**src/rtl/sca_blk_alloc_pkg.sv**
```systemverilog
// rtl/sca_blk_alloc_pkg.sv - shared types, sizes and helpers for the SCA block allocator
package sca_blk_alloc_pkg;

    localparam int NBLK = 16;
    localparam int AW   = 4;

    typedef logic [NBLK-1:0] bmp_t;

    // FSM state constants: RESET -> INIT -> RUN
    typedef logic [1:0] state_t;
    localparam state_t ST_RESET = 2'd0;
    localparam state_t ST_INIT  = 2'd1;
    localparam state_t ST_RUN   = 2'd2;

    // Number of free blocks in a bitmap; one extra bit so a full pool (16) fits.
    function automatic logic [AW:0] popcnt(input bmp_t b);
        logic [AW:0] n;
        n = '0;
        for (int i = 0; i < NBLK; i++) begin
            n = n + {{AW{1'b0}}, b[i]};
        end
        return n;
    endfunction

endpackage

```
**src/rtl/sca_blk_alloc_if.sv**
```systemverilog
// rtl/sca_blk_alloc_if.sv - request/release/status bundle between SCA write controller, readout sequencer and allocator
//   master : drives ALLOC_REQ, REL_REQ, REL_ADR, FLUSH, MASK; observes grant and status
//   slave  : the allocator; drives READY, ALLOC_ACK, ALLOC_ADR, OVWR, ALLOC_DROP, REL_ERR, NFREE, SCAFULL
interface sca_blk_alloc_if;
    import sca_blk_alloc_pkg::*;

    logic          ALLOC_REQ;
    logic          REL_REQ;
    logic [AW-1:0] REL_ADR;
    logic          FLUSH;
    bmp_t          MASK;

    logic          READY;
    logic          ALLOC_ACK;
    logic [AW-1:0] ALLOC_ADR;
    logic          OVWR;
    logic          ALLOC_DROP;
    logic          REL_ERR;
    logic [AW:0]   NFREE;
    logic          SCAFULL;

    modport master (
        output ALLOC_REQ, REL_REQ, REL_ADR, FLUSH, MASK,
        input  READY, ALLOC_ACK, ALLOC_ADR, OVWR, ALLOC_DROP, REL_ERR, NFREE, SCAFULL
    );

    modport slave (
        input  ALLOC_REQ, REL_REQ, REL_ADR, FLUSH, MASK,
        output READY, ALLOC_ACK, ALLOC_ADR, OVWR, ALLOC_DROP, REL_ERR, NFREE, SCAFULL
    );

endinterface

```
**src/rtl/sca_blk_alloc_rr_prio_enc.sv**
```systemverilog
// rtl/sca_blk_alloc_rr_prio_enc.sv - combinational round-robin priority encoder over the free bitmap
//   req   : request (free) vector
//   ptr   : index where the search starts; search wraps modulo NBLK
//   found : at least one request bit set
//   idx   : first set index at or after ptr
module rr_prio_enc
    import sca_blk_alloc_pkg::*;
(
    input  bmp_t          req,
    input  logic [AW-1:0] ptr,
    output logic          found,
    output logic [AW-1:0] idx
);

    logic [2*NBLK-1:0] dbl;
    bmp_t              rot;
    logic [AW-1:0]     off;

    // Rotate so the start pointer lands on bit 0; the lowest set bit of the
    // rotated vector is then the distance from ptr to the winner.
    assign dbl = {req, req} >> ptr;
    assign rot = dbl[NBLK-1:0];

    always_comb begin
        found = |req;
        off   = '0;
        for (int i = NBLK - 1; i >= 0; i--) begin
            if (rot[i]) begin
                off = i[AW-1:0];
            end
        end
        idx = ptr + off;
    end

endmodule

```
**src/rtl/sca_blk_alloc_tmr_reg.sv**
```systemverilog
// rtl/sca_blk_alloc_tmr_reg.sv - register with optional triplication and bitwise majority vote
//   CLK, RST_B : clock, asynchronous active-low reset (loads RST_VAL)
//   d          : next value, loaded every cycle
//   q          : stored (voted when TMR=1) value
module sca_blk_alloc_tmr_reg #(
    parameter int           W       = 1,
    parameter logic [W-1:0] RST_VAL = '0,
    parameter bit           TMR     = 1'b0
) (
    input  logic         CLK,
    input  logic         RST_B,
    input  logic [W-1:0] d,
    output logic [W-1:0] q
);

    generate
        if (TMR) begin : g_tmr
            logic [W-1:0] r0, r1, r2;
            always_ff @(posedge CLK or negedge RST_B) begin
                if (!RST_B) begin
                    r0 <= RST_VAL;
                    r1 <= RST_VAL;
                    r2 <= RST_VAL;
                end else begin
                    r0 <= d;
                    r1 <= d;
                    r2 <= d;
                end
            end
            // Any single upset copy is outvoted by the other two.
            assign q = (r0 & r1) | (r0 & r2) | (r1 & r2);
        end else begin : g_simplex
            logic [W-1:0] r0;
            always_ff @(posedge CLK or negedge RST_B) begin
                if (!RST_B) begin
                    r0 <= RST_VAL;
                end else begin
                    r0 <= d;
                end
            end
            assign q = r0;
        end
    endgenerate

endmodule

```
**src/rtl/sca_blk_alloc.sv**
```systemverilog
// rtl/sca_blk_alloc.sv - SCA storage block allocator and release arbiter (16-block free bitmap)
//   CLK, RST_B : 40 MHz clock, asynchronous active-low reset
//   bus        : slave side of sca_blk_alloc_if (alloc/release/flush in; grant and pool status out)
//   TMR        : 1 triplicates bitmap, pointer and FSM state with majority voting
module sca_blk_alloc
    import sca_blk_alloc_pkg::*;
#(
    parameter bit TMR = 1'b0
) (
    input  logic           CLK,
    input  logic           RST_B,
    sca_blk_alloc_if.slave bus
);

    state_t        state_q, state_d;
    bmp_t          bmp_q, bmp_d;
    bmp_t          mask_q, mask_d;
    bmp_t          set_v, clr_v;
    logic [AW-1:0] ptr_q, ptr_d;
    logic [AW-1:0] adr_q, adr_d;
    logic [AW-1:0] enc_idx;
    logic          enc_found;
    logic          ack_q, ack_d;
    logic          ovwr_q, ovwr_d;
    logic          drop_q, drop_d;
    logic          relerr_q, relerr_d;
    logic [AW:0]   nfree_q, nfree_d;
    logic          full_q, full_d;

    rr_prio_enc u_enc (
        .req   (bmp_q),
        .ptr   (ptr_q),
        .found (enc_found),
        .idx   (enc_idx)
    );

    always_comb begin
        state_d  = state_q;
        bmp_d    = bmp_q;
        mask_d   = mask_q;
        ptr_d    = ptr_q;
        adr_d    = adr_q;
        ack_d    = 1'b0;
        ovwr_d   = 1'b0;
        drop_d   = 1'b0;
        relerr_d = 1'b0;
        set_v    = '0;
        clr_v    = '0;
        case (state_q)
            ST_RESET: begin
                state_d = ST_INIT;
                drop_d  = bus.ALLOC_REQ;
            end
            ST_INIT: begin
                state_d = ST_RUN;
                bmp_d   = ~bus.MASK;
                mask_d  = bus.MASK;
                ptr_d   = '0;
                drop_d  = bus.ALLOC_REQ;
            end
            ST_RUN: begin
                if (bus.FLUSH) begin
                    // Flush wins over everything; a same-cycle release is
                    // swallowed silently since the block is freed anyway.
                    bmp_d  = ~bus.MASK;
                    mask_d = bus.MASK;
                    ptr_d  = '0;
                    drop_d = bus.ALLOC_REQ;
                end else begin
                    if (bus.REL_REQ) begin
                        if (bmp_q[bus.REL_ADR] || mask_q[bus.REL_ADR]) begin
                            relerr_d = 1'b1;
                        end else begin
                            set_v[bus.REL_ADR] = 1'b1;
                        end
                    end
                    // The encoder sees the pre-release bitmap, so a block
                    // released this cycle cannot be granted this cycle.
                    if (bus.ALLOC_REQ) begin
                        ack_d = 1'b1;
                        if (enc_found) begin
                            clr_v[enc_idx] = 1'b1;
                            adr_d          = enc_idx;
                            ptr_d          = enc_idx + {{(AW-1){1'b0}}, 1'b1};
                        end else begin
                            // Pool empty: reuse the last granted block.
                            ovwr_d = 1'b1;
                        end
                    end
                    bmp_d = (bmp_q & ~clr_v) | set_v;
                end
            end
            default: state_d = ST_RESET;
        endcase
        nfree_d = popcnt(bmp_d);
        full_d  = (nfree_d == '0);
    end

    sca_blk_alloc_tmr_reg #(.W($bits(state_t)), .RST_VAL(ST_RESET), .TMR(TMR)) u_state_reg (
        .CLK (CLK), .RST_B (RST_B), .d (state_d), .q (state_q)
    );

    sca_blk_alloc_tmr_reg #(.W(NBLK), .RST_VAL('0), .TMR(TMR)) u_bmp_reg (
        .CLK (CLK), .RST_B (RST_B), .d (bmp_d), .q (bmp_q)
    );

    sca_blk_alloc_tmr_reg #(.W(AW), .RST_VAL('0), .TMR(TMR)) u_ptr_reg (
        .CLK (CLK), .RST_B (RST_B), .d (ptr_d), .q (ptr_q)
    );

    // adr_q doubles as the "last granted" block used on overwrite.
    always_ff @(posedge CLK or negedge RST_B) begin
        if (!RST_B) begin
            mask_q   <= '0;
            adr_q    <= '0;
            ack_q    <= 1'b0;
            ovwr_q   <= 1'b0;
            drop_q   <= 1'b0;
            relerr_q <= 1'b0;
            nfree_q  <= '0;
            full_q   <= 1'b1;
        end else begin
            mask_q   <= mask_d;
            adr_q    <= adr_d;
            ack_q    <= ack_d;
            ovwr_q   <= ovwr_d;
            drop_q   <= drop_d;
            relerr_q <= relerr_d;
            nfree_q  <= nfree_d;
            full_q   <= full_d;
        end
    end

    assign bus.READY      = (state_q == ST_RUN);
    assign bus.ALLOC_ACK  = ack_q;
    assign bus.ALLOC_ADR  = adr_q;
    assign bus.OVWR       = ovwr_q;
    assign bus.ALLOC_DROP = drop_q;
    assign bus.REL_ERR    = relerr_q;
    assign bus.NFREE      = nfree_q;
    assign bus.SCAFULL    = full_q;

endmodule

```
**src/flat_wrapper.sv**
```systemverilog
// flat-port wrapper written by rule: the top's interface ports become plain ports
module sca_blk_alloc_flat import sca_blk_alloc_pkg::*;
#(
    parameter bit TMR = 1'b0
)
  (CLK, RST_B, bus_ALLOC_REQ, bus_REL_REQ, bus_REL_ADR, bus_FLUSH, bus_MASK, bus_READY, bus_ALLOC_ACK, bus_ALLOC_ADR, bus_OVWR, bus_ALLOC_DROP, bus_REL_ERR, bus_NFREE, bus_SCAFULL);
  sca_blk_alloc_if bus_i ();
  input  logic CLK;
  input  logic RST_B;
  input wire logic [$bits(bus_i.ALLOC_REQ)-1:0] bus_ALLOC_REQ;
  input wire logic [$bits(bus_i.REL_REQ)-1:0] bus_REL_REQ;
  input wire logic [$bits(bus_i.REL_ADR)-1:0] bus_REL_ADR;
  input wire logic [$bits(bus_i.FLUSH)-1:0] bus_FLUSH;
  input wire logic [$bits(bus_i.MASK)-1:0] bus_MASK;
  output wire logic [$bits(bus_i.READY)-1:0] bus_READY;
  output wire logic [$bits(bus_i.ALLOC_ACK)-1:0] bus_ALLOC_ACK;
  output wire logic [$bits(bus_i.ALLOC_ADR)-1:0] bus_ALLOC_ADR;
  output wire logic [$bits(bus_i.OVWR)-1:0] bus_OVWR;
  output wire logic [$bits(bus_i.ALLOC_DROP)-1:0] bus_ALLOC_DROP;
  output wire logic [$bits(bus_i.REL_ERR)-1:0] bus_REL_ERR;
  output wire logic [$bits(bus_i.NFREE)-1:0] bus_NFREE;
  output wire logic [$bits(bus_i.SCAFULL)-1:0] bus_SCAFULL;
  assign bus_i.ALLOC_REQ = bus_ALLOC_REQ;
  assign bus_i.REL_REQ = bus_REL_REQ;
  assign bus_i.REL_ADR = bus_REL_ADR;
  assign bus_i.FLUSH = bus_FLUSH;
  assign bus_i.MASK = bus_MASK;
  assign bus_READY = bus_i.READY;
  assign bus_ALLOC_ACK = bus_i.ALLOC_ACK;
  assign bus_ALLOC_ADR = bus_i.ALLOC_ADR;
  assign bus_OVWR = bus_i.OVWR;
  assign bus_ALLOC_DROP = bus_i.ALLOC_DROP;
  assign bus_REL_ERR = bus_i.REL_ERR;
  assign bus_NFREE = bus_i.NFREE;
  assign bus_SCAFULL = bus_i.SCAFULL;
  sca_blk_alloc #(.TMR(TMR)) u_core (.CLK(CLK), .RST_B(RST_B), .bus(bus_i));
endmodule
```
**config.mk**
```make
export PLATFORM = sky130hd
export DESIGN_NAME = sca_blk_alloc_flat
export DESIGN_NICKNAME = d
export VERILOG_FILES = /design/src/rtl/sca_blk_alloc_pkg.sv /design/src/rtl/sca_blk_alloc_if.sv /design/src/rtl/sca_blk_alloc_rr_prio_enc.sv /design/src/rtl/sca_blk_alloc_tmr_reg.sv /design/src/rtl/sca_blk_alloc.sv /design/src/flat_wrapper.sv
export SDC_FILE = /design/constraint.sdc
export NUM_CORES = 1
export LEC_CHECK = 0
export CAP_MARGIN = 40
export CORE_ASPECT_RATIO = 1.4
export CORE_MARGIN = 1.5
export CORE_UTILIZATION = 53
export DETAILED_ROUTE_END_ITERATION = 16
export PLACE_DENSITY = 0.84
export SETUP_SLACK_MARGIN = 0.4
export SLEW_MARGIN = 15
export SYNTH_ARGS = -nofsm -noshare
export SYNTH_HDL_FRONTEND = slang
export SYNTH_SLANG_ARGS = --single-unit
```
**constraint.sdc**
```tcl
create_clock -name CLK -period 7.71 [get_ports CLK]
set_clock_uncertainty 0.15 [all_clocks]
set_input_delay 1.1565 -clock CLK [delete_from_list [all_inputs] [get_ports CLK]]
set_output_delay 1.1565 -clock CLK [all_outputs]
set_load 0.02 [all_outputs]
```
==> results of run 1 <==
metrics by stage:
stage	worst slack (ns)	utilization, %
2_1_floorplan	0.125	-
3_3_place_gp	-0.170	66.6
3_5_place_dp	-0.302	66.6
4_1_cts	-0.107	72.8
5_1_grt	-0.766	75.6
6_report	-0.554	75.6
layer usage:
metal	track usage, %	vias up	wire [um]
met5	0	-	0
met2	62.0	402	8400
met1	38.7	2243	5460
met4	27.4	0	1730
li1	-	1905	-
met3	5.66	164	1510
repair_timing:
action / 4_1_cts / 5_1_grt
endpoints found under the setup margin: 5 / 5
resized for setup: 40 / 28
pin swaps: 28 / 26
setup buffers: 27 / 8
logic make-up after synthesis:
group,count (synthesis),share of synthesized area [%]
flip-flops,52,29.2
AND/OR/NAND/NOR,140,14.7
adder cells (fa/ha/maj),28,9.72
multiplexers,74,24.3
AO/OA/AOI/OAI,96,15.0
XOR/XNOR,8,1.88
buffers and inverters,49,5.11
path summary, 6_finish.rpt:
| kind | startpoint | end | slack (ns) | cells after the start |
|---|---|---|---|---|
| worst max-delay path | u_core.u_ptr_reg.q[1] | u_core.bus.SCAFULL | -0.55 | 29 |
| worst min-delay path | u_core.bus.ALLOC_ADR[3] | u_core.bus.ALLOC_ADR[3] | 0.34 | 2 |
| worst max register to register | u_core.u_ptr_reg.q[1] | u_core.bus.SCAFULL | -0.55 | 29 |
| worst min register to register | u_core.bus.ALLOC_ADR[3] | u_core.bus.ALLOC_ADR[3] | 0.34 | 2 |
| max in group asynchronous | RST_B | u_core.u_ptr_reg.q[1] | 6.11 | 2 |
| min in group asynchronous | RST_B | u_core.mask_q[7] | 0.81 | 2 |
placed cells by master (no fill, tap or decap), types with 4 or more instances in the layout:
master,instances
mux2_2,20
buf_4,95
clkbuf_16,5
nand3_1,10
mux4_2,19
o21ai_0,11
nor2_1,36
ha_1,12
nand2_2,4
a31oi_1,4
inv_1,17
clkdlybuf4s50_1,38
nor2_2,4
buf_6,7
nor2b_1,5
fa_1,8
mux2i_4,4
o22ai_1,7
a21oi_2,4
nor4_1,5
mux2i_1,27
nand3_2,4
a21oi_1,13
a31o_2,8
o221ai_1,8
dfrtp_1,50
nand2_1,43
a21o_1,6
ha_4,4
sequential cells by signal, indices dropped and copies added (netlist names):
| name | count |
|---|---|
| u_core.u_bmp_reg.q | 16 |
| u_core.bus.ALLOC_ACK | 1 |
| u_core.u_ptr_reg.q | 4 |
| u_core.u_state_reg.q | 2 |
| u_core.bus.NFREE | 5 |
| u_core.bus.REL_ERR | 1 |
| u_core.bus.SCAFULL | 1 |
| u_core.bus.OVWR | 1 |
| u_core.bus.ALLOC_ADR | 4 |
| u_core.bus.ALLOC_DROP | 1 |
| u_core.mask_q | 16 |
worst register-to-register path: cells and delay by family, from the launching register on:
family | cells | cell delay [ns]
adders and majority gates | 8 | 3.12
buffers and inverters | 6 | 0.81
muxes | 2 | 0.74
AOI/OAI and AO/OA | 7 | 1.58
DFF | 1 | 0.48
xor gates and xnor gates | 1 | 0.30
and+or+nand+nor | 5 | 1.04
power breakdown:
group / switching (mW) / internal (mW) / total, mW
sequential: 0.0591 / 0.337 / 0.396
combinational: 1.27 / 1.21 / 2.48
clock: 0.114 / 0.121 / 0.235
cell type report:
class / instances / area, um2
Clock inverter: 3 / 23.8
Timing Repair Buffer: 146 / 1250
Inverter: 22 / 85.1
Fill cell: 456 / 1990
Sequential cell: 52 / 1300
Clock buffer: 5 / 125
Multi-Input combinational cell: 346 / 3250
Tap cell: 102 / 128
==> results by group, run 1 <==
Run status
  – Run status: finished with violations
  – Failing checks: setup timing

Placement
  – Post-DP Area: 5430 um2
  – Placer Congestion: 1.02
  – Dpl hpwl: 9930 um
  – Port bufs: 39
  – Placed cell count: 631

Yosys
  – Top cell type by total area after synthesis: dfrtp_1
  – Synth cell count leaders: 51 x dfrtp_1, 47 x nand2_1, 42 x nor2_1, 30 x mux2i_1
  – Ys async rst share: 100%
  – YS warnings: 0
  – Top cells by area, synth: dfrtp_1 29%, mux4_2 9.1%, mux2i_1 6.7%, mux2_2 5.1%, fa_1 4.9%
  – Synthesized area: 4450 um2
  – Gate Count Post-Synth: 447
  – Count of cell types in the netlist: 63
  – Seq/Total Area, Yosys: 29.2%
  – #FFs+latches synth: 52
  – Count leader, synth: dfrtp_1
  – Post-Synthesis Net Count: 500
  – Main flop type after synthesis: dfrtp_1
  – Yosys top cell area share: 28.7%
  – Post-synth EDFFs: 0
  – Avg Cell Area, Syn: 9.96 um2

Floorplanning
  – DIE AREA: 8970 um2
  – Die extent in y: 111 um
  – I/O pin total: 40
  – Core ar.: 8150 um2
  – Chip width: 80.5 um
  – Num rows: 39
  – Starting Density: 54.7%

Clock tree
  – CTS tree: built
  – Worst-path clk slew: 0.08 ns
  – Clk buf depth: 2
  – Worst-skew pair later-pin latency: 0.31 ns
  – Number of H-tree levels: 2
  – Cts hold-fix bufs: 0
  – Root Driver: clkbuf_16
  – CTS buffer count: 5
  – Clock sink total: 52

Setup path
  – Startpoint Class: flip-flop
  – Worst-path fanout max: 7
  – Most used cell along the critical path: fa_1
  – Critical Path RT: 7.80 ns
  – Worst setup path class: flip-flop to flip-flop
  – CP delay by family, top: adder cells
  – Max incr delay on CP: 0.60 ns
  – CP endpoint kind: flip-flop
  – Critical Path Slowest Stage Cell: mux4_2
  – Crit path buf inv count: 6
  – CP arrival: 8.35 ns

Power
  – Final Total Pwr: 3.11 mW
  – Worst IR drop on VDD: 0.395 mV
  – Power Density: 504 nW/um2
  – LEAKAGE: 2.56 nW

Global route
  – Congestion Overflow GR: 0
  – Vias in the first global route: 4759
  – All-Layer GR Usage: 36.1%
  – Global-route wire length before repair: 24300 um
  – Initial antenna violation count: 0
  – Largest net degree at the start of global routing: 53

Drt
  – First DRT Iteration DRCs: 453
  – DR WL/cell: 25.3 um
  – Vias: 4714
  – Drt first pass iters: 6
  – Drt total wl: 17100 um
  – DRT antenna net count: 0
  – Via density: 6.97
  – DRC violations left: 0

Finish
  – Final instance area: 6160 um2
  – Final net count: 626
  – N_diodes: 0
  – Area grow syn2layout: 38.3%
  – Non-Filler Instances: 676
  – Layout cells sized above 1: 38.5%

STA
  – Period minus WS final: 8.26 ns
  – Setup violators final: 4
  – Fmax: 121 MHz
  – RSZ-0062 raised after global routing: yes
  – Worst hold slack: 0.342 ns
  – Period utilisation layout: 107%
  – Final Hold Vio Count: 0
  – Slew Limit Fails: 0
  – Setup slack after layout: -0.554 ns
  – TNS Setup: -0.783 ns
  – Slew @ Worst Pin: 0.723 ns
  – Max transition margin: 51.8%

Flow run
  – Max Cap Viol: 0

Min path
  – Hold Crit Class: flip-flop to flip-flop
(Power assumes the default switching activity.)
==> run 2, diff against run 1 <==
Settings changed: SETUP_SLACK_MARGIN 0.4 to 0.05.
==> run 2 against run 1 <==
  * The run still ends with setup timing left
  * Largest power group unchanged
  * Global-route usage down 1.7 points
  * Critical path type unchanged
  * Highest routed layer unchanged
  * Clock-buffer cell count up 1
  * Core utilization decreased by 1.6 points
  * Worst hold slack improved by 0.0091 ns
==> results by group, run 2 (same netlist as run 1, synthesis figures left out) <==
Run status
  – Run status: finished with violations
  – Failing checks: setup timing

STA
  – Setup slack after layout: -0.290 ns (+0.264 ns)
  – Setup violators final: 1 (-3)
  – Final Hold Vio Count: 0 (unchanged)
  – Period minus WS final: 8.00 ns (-0.264 ns)
  – Period utilisation layout: 104% (-3.4 points)
  – Fmax: 125 MHz (+3.3%)
  – Max transition margin: 44.1% (-7.7 points)
  – Slew Limit Fails: 0 (unchanged)
  – RSZ-0062 raised after global routing: yes
  – Slew @ Worst Pin: 0.831 ns (+0.108 ns)

Finish
  – N_diodes: 0 (unchanged)
  – Area grow syn2layout: 35.4%
  – Commonest cells after routing, fill and taps aside: 87 x buf_4, 50 x dfrtp_1, 44 x nand2_1
  – Layout cells sized above 1: 38.0% (-0.49 points)
  – Final net count: 615 (-1.8%)
  – Commonest non-fill, non-tap cell in the layout: buf_4
  – Final instance area: 6030 um2 (-2.1%)

Setup path
  – CP endpoint kind: flip-flop
  – Worst setup path class: flip-flop to flip-flop
  – Startpoint Class: flip-flop
  – Critical Path RT: 7.80 ns (about the same)
  – Worst-path fanout max: 5 (-2)
  – CP arrival: 8.09 ns (-0.26 ns)

Clock tree
  – CTS tree: built
  – Worst-skew pair later-pin latency: 0.30 ns (about the same)
  – Worst-path clk slew: 0.07 ns (about the same)
  – Clock sink total: 52 (unchanged)
  – Root Driver: clkbuf_16
  – Number of H-tree levels: 2 (unchanged)
  – Clk buf depth: 2 (unchanged)
  – CTS buffer count: 5 (unchanged)
  – Cts hold-fix bufs: 0 (unchanged)

Power
  – LEAKAGE: 2.49 nW (-2.5%)
  – Worst IR drop on VDD: 0.332 mV (-16%)
  – Final Total Pwr: 2.86 mW (-8.1%)
  – Power Density: 474 nW/um2 (-6.1%)

Floorplanning
  – Chip width: 80.5 um (unchanged)
  – Starting Density: 54.7% (unchanged)
  – Core ar.: 8150 um2 (unchanged)
  – Die extent in y: 111 um (unchanged)
  – Num rows: 39 (unchanged)
  – I/O pin total: 40 (unchanged)
  – DIE AREA: 8970 um2 (unchanged)

Global route
  – Congestion Overflow GR: 0 (unchanged)
  – All-Layer GR Usage: 34.5% (-1.7 points)
  – Global-route wire length before repair: 23400 um (-3.5%)
  – Largest net degree at the start of global routing: 53 (unchanged)
  – Vias in the first global route: 4680 (-1.7%)
  – Initial antenna violation count: 0 (unchanged)

Placement
  – Placer Congestion: 1.04 (+2.5%)
  – Dpl hpwl: 10500 um (+5.7%)
  – DP Worst Slack: -0.363 ns (-0.0602 ns)
  – Post-DP Area: 5460 um2 (+0.60%)
  – Port bufs: 39 (unchanged)

Drt
  – Vias: 4414 (-6.4%)
  – Drt first pass iters: 4 (-2)
  – DRC violations left: 0 (unchanged)
  – First DRT Iteration DRCs: 443 (-2.2%)
  – Via density: 6.64 (-4.8%)
  – Drt total wl: 15100 um (-11%)
  – DR WL/cell: 22.8 um (-9.9%)
  – DRT antenna net count: 0 (unchanged)

Flow run
  – Max Cap Viol: 0 (unchanged)

Min path
  – Hold Crit Class: flip-flop to flip-flop
-- run 2: changes by cell type in the layout (fill, tap and decap cells not counted), sizes merged --
cell,delta
buf,-11
clkbuf,+1
clkinv,-1
-- run 2: what timing repair did --
item	in CTS	in global routing
endpoints found under the setup margin	3	5
buffers inserted	17	4
gates resized for setup	38	31
pin swaps	27	22
-- run 2: metal layers --
metal  share of wire [%]  GRT usage [%]  up-vias
met3                 6.1           5.82       89
met1                  33           35.3     2169
met5                   0              0        -
li1                    -              -     1885
met2                  53           60.7      271
met4                 7.5           25.7        0
-- run 2: layout make-up --
| type | instances | area (um2) |
|---|---|---|
| inverter | 22 | 85.1 |
| timing repair buffer | 135 | 1160 |
| multi-input combinational | 346 | 3200 |
| clock inverter | 2 | 15.0 |
| fill | 535 | 2120 |
| clock buffer | 6 | 139 |
| sequential | 52 | 1300 |
| tap | 102 | 128 |
-- run 2: final timing paths --
check	startpoint	to	slack, ns	depth (start not counted)
max in group asynchronous	RST_B	u_core.u_ptr_reg.q[1]	6.13	2
worst min register to register	u_core.bus.ALLOC_ADR[1]	u_core.bus.ALLOC_ADR[1]	0.35	2
worst max register to register	u_core.u_ptr_reg.q[1]	u_core.bus.SCAFULL	-0.29	25
worst max-delay path	u_core.u_ptr_reg.q[1]	u_core.bus.SCAFULL	-0.29	25
min in group asynchronous	RST_B	u_core.u_bmp_reg.q[15]	0.81	2
worst min-delay path	u_core.bus.ALLOC_ADR[1]	u_core.bus.ALLOC_ADR[1]	0.35	2
-- run 2: where the power goes --
group	internal (mW)	switching, mW	total [mW]
clock network	0.129	0.108	0.237
logic	1.07	1.15	2.22
registers	0.337	0.0578	0.395
-- run 2: per-stage QoR --
| step | util, % | hold slack (ns) | TNS (ns) | cells |
|---|---|---|---|---|
| 2_1_floorplan | - | 0.330 | 0 | 447 |
| 3_3_place_gp | 67.0 | 0.320 | -0.161 | 637 |
| 3_5_place_dp | 67.0 | 0.331 | -0.380 | 637 |
| 4_1_cts | 72.2 | 0.346 | -0.196 | 662 |
| 5_1_grt | 74.0 | 0.364 | -0.559 | 665 |
| 6_report | 74.0 | 0.351 | -0.290 | 665 |
-- run 2: critical path, stage by stage (launching register included) --
cell and delay (ns):
dfrtp_2 0.48, buf_6 0.13, mux4_2 0.53, buf_6 0.16, mux4_2 0.50, buf_4 0.17
o41ai_2 0.34, ha_2 0.26, fa_2 0.48, inv_4 0.11, ha_4 0.15, nand3_2 0.07
mux2i_1 0.25, o31ai_2 0.11, ha_1 0.34, fa_1 0.50, inv_1 0.05, fa_1 0.51
inv_2 0.04, fa_1 0.52, fa_1 0.44, fa_2 0.39, fa_2 0.44, xor2_2 0.17
or4_1 0.49, nor2_2 0.14
==> run 3, diff against run 2 <==
Settings changed: CTS_BUF_LIST from default to sky130_fd_sc_hd__clkbuf_8 sky130_fd_sc_hd__clkbuf_16.
==> results of run 3 <==
The final DEF is identical to that of run 2; final timing and power are the same.
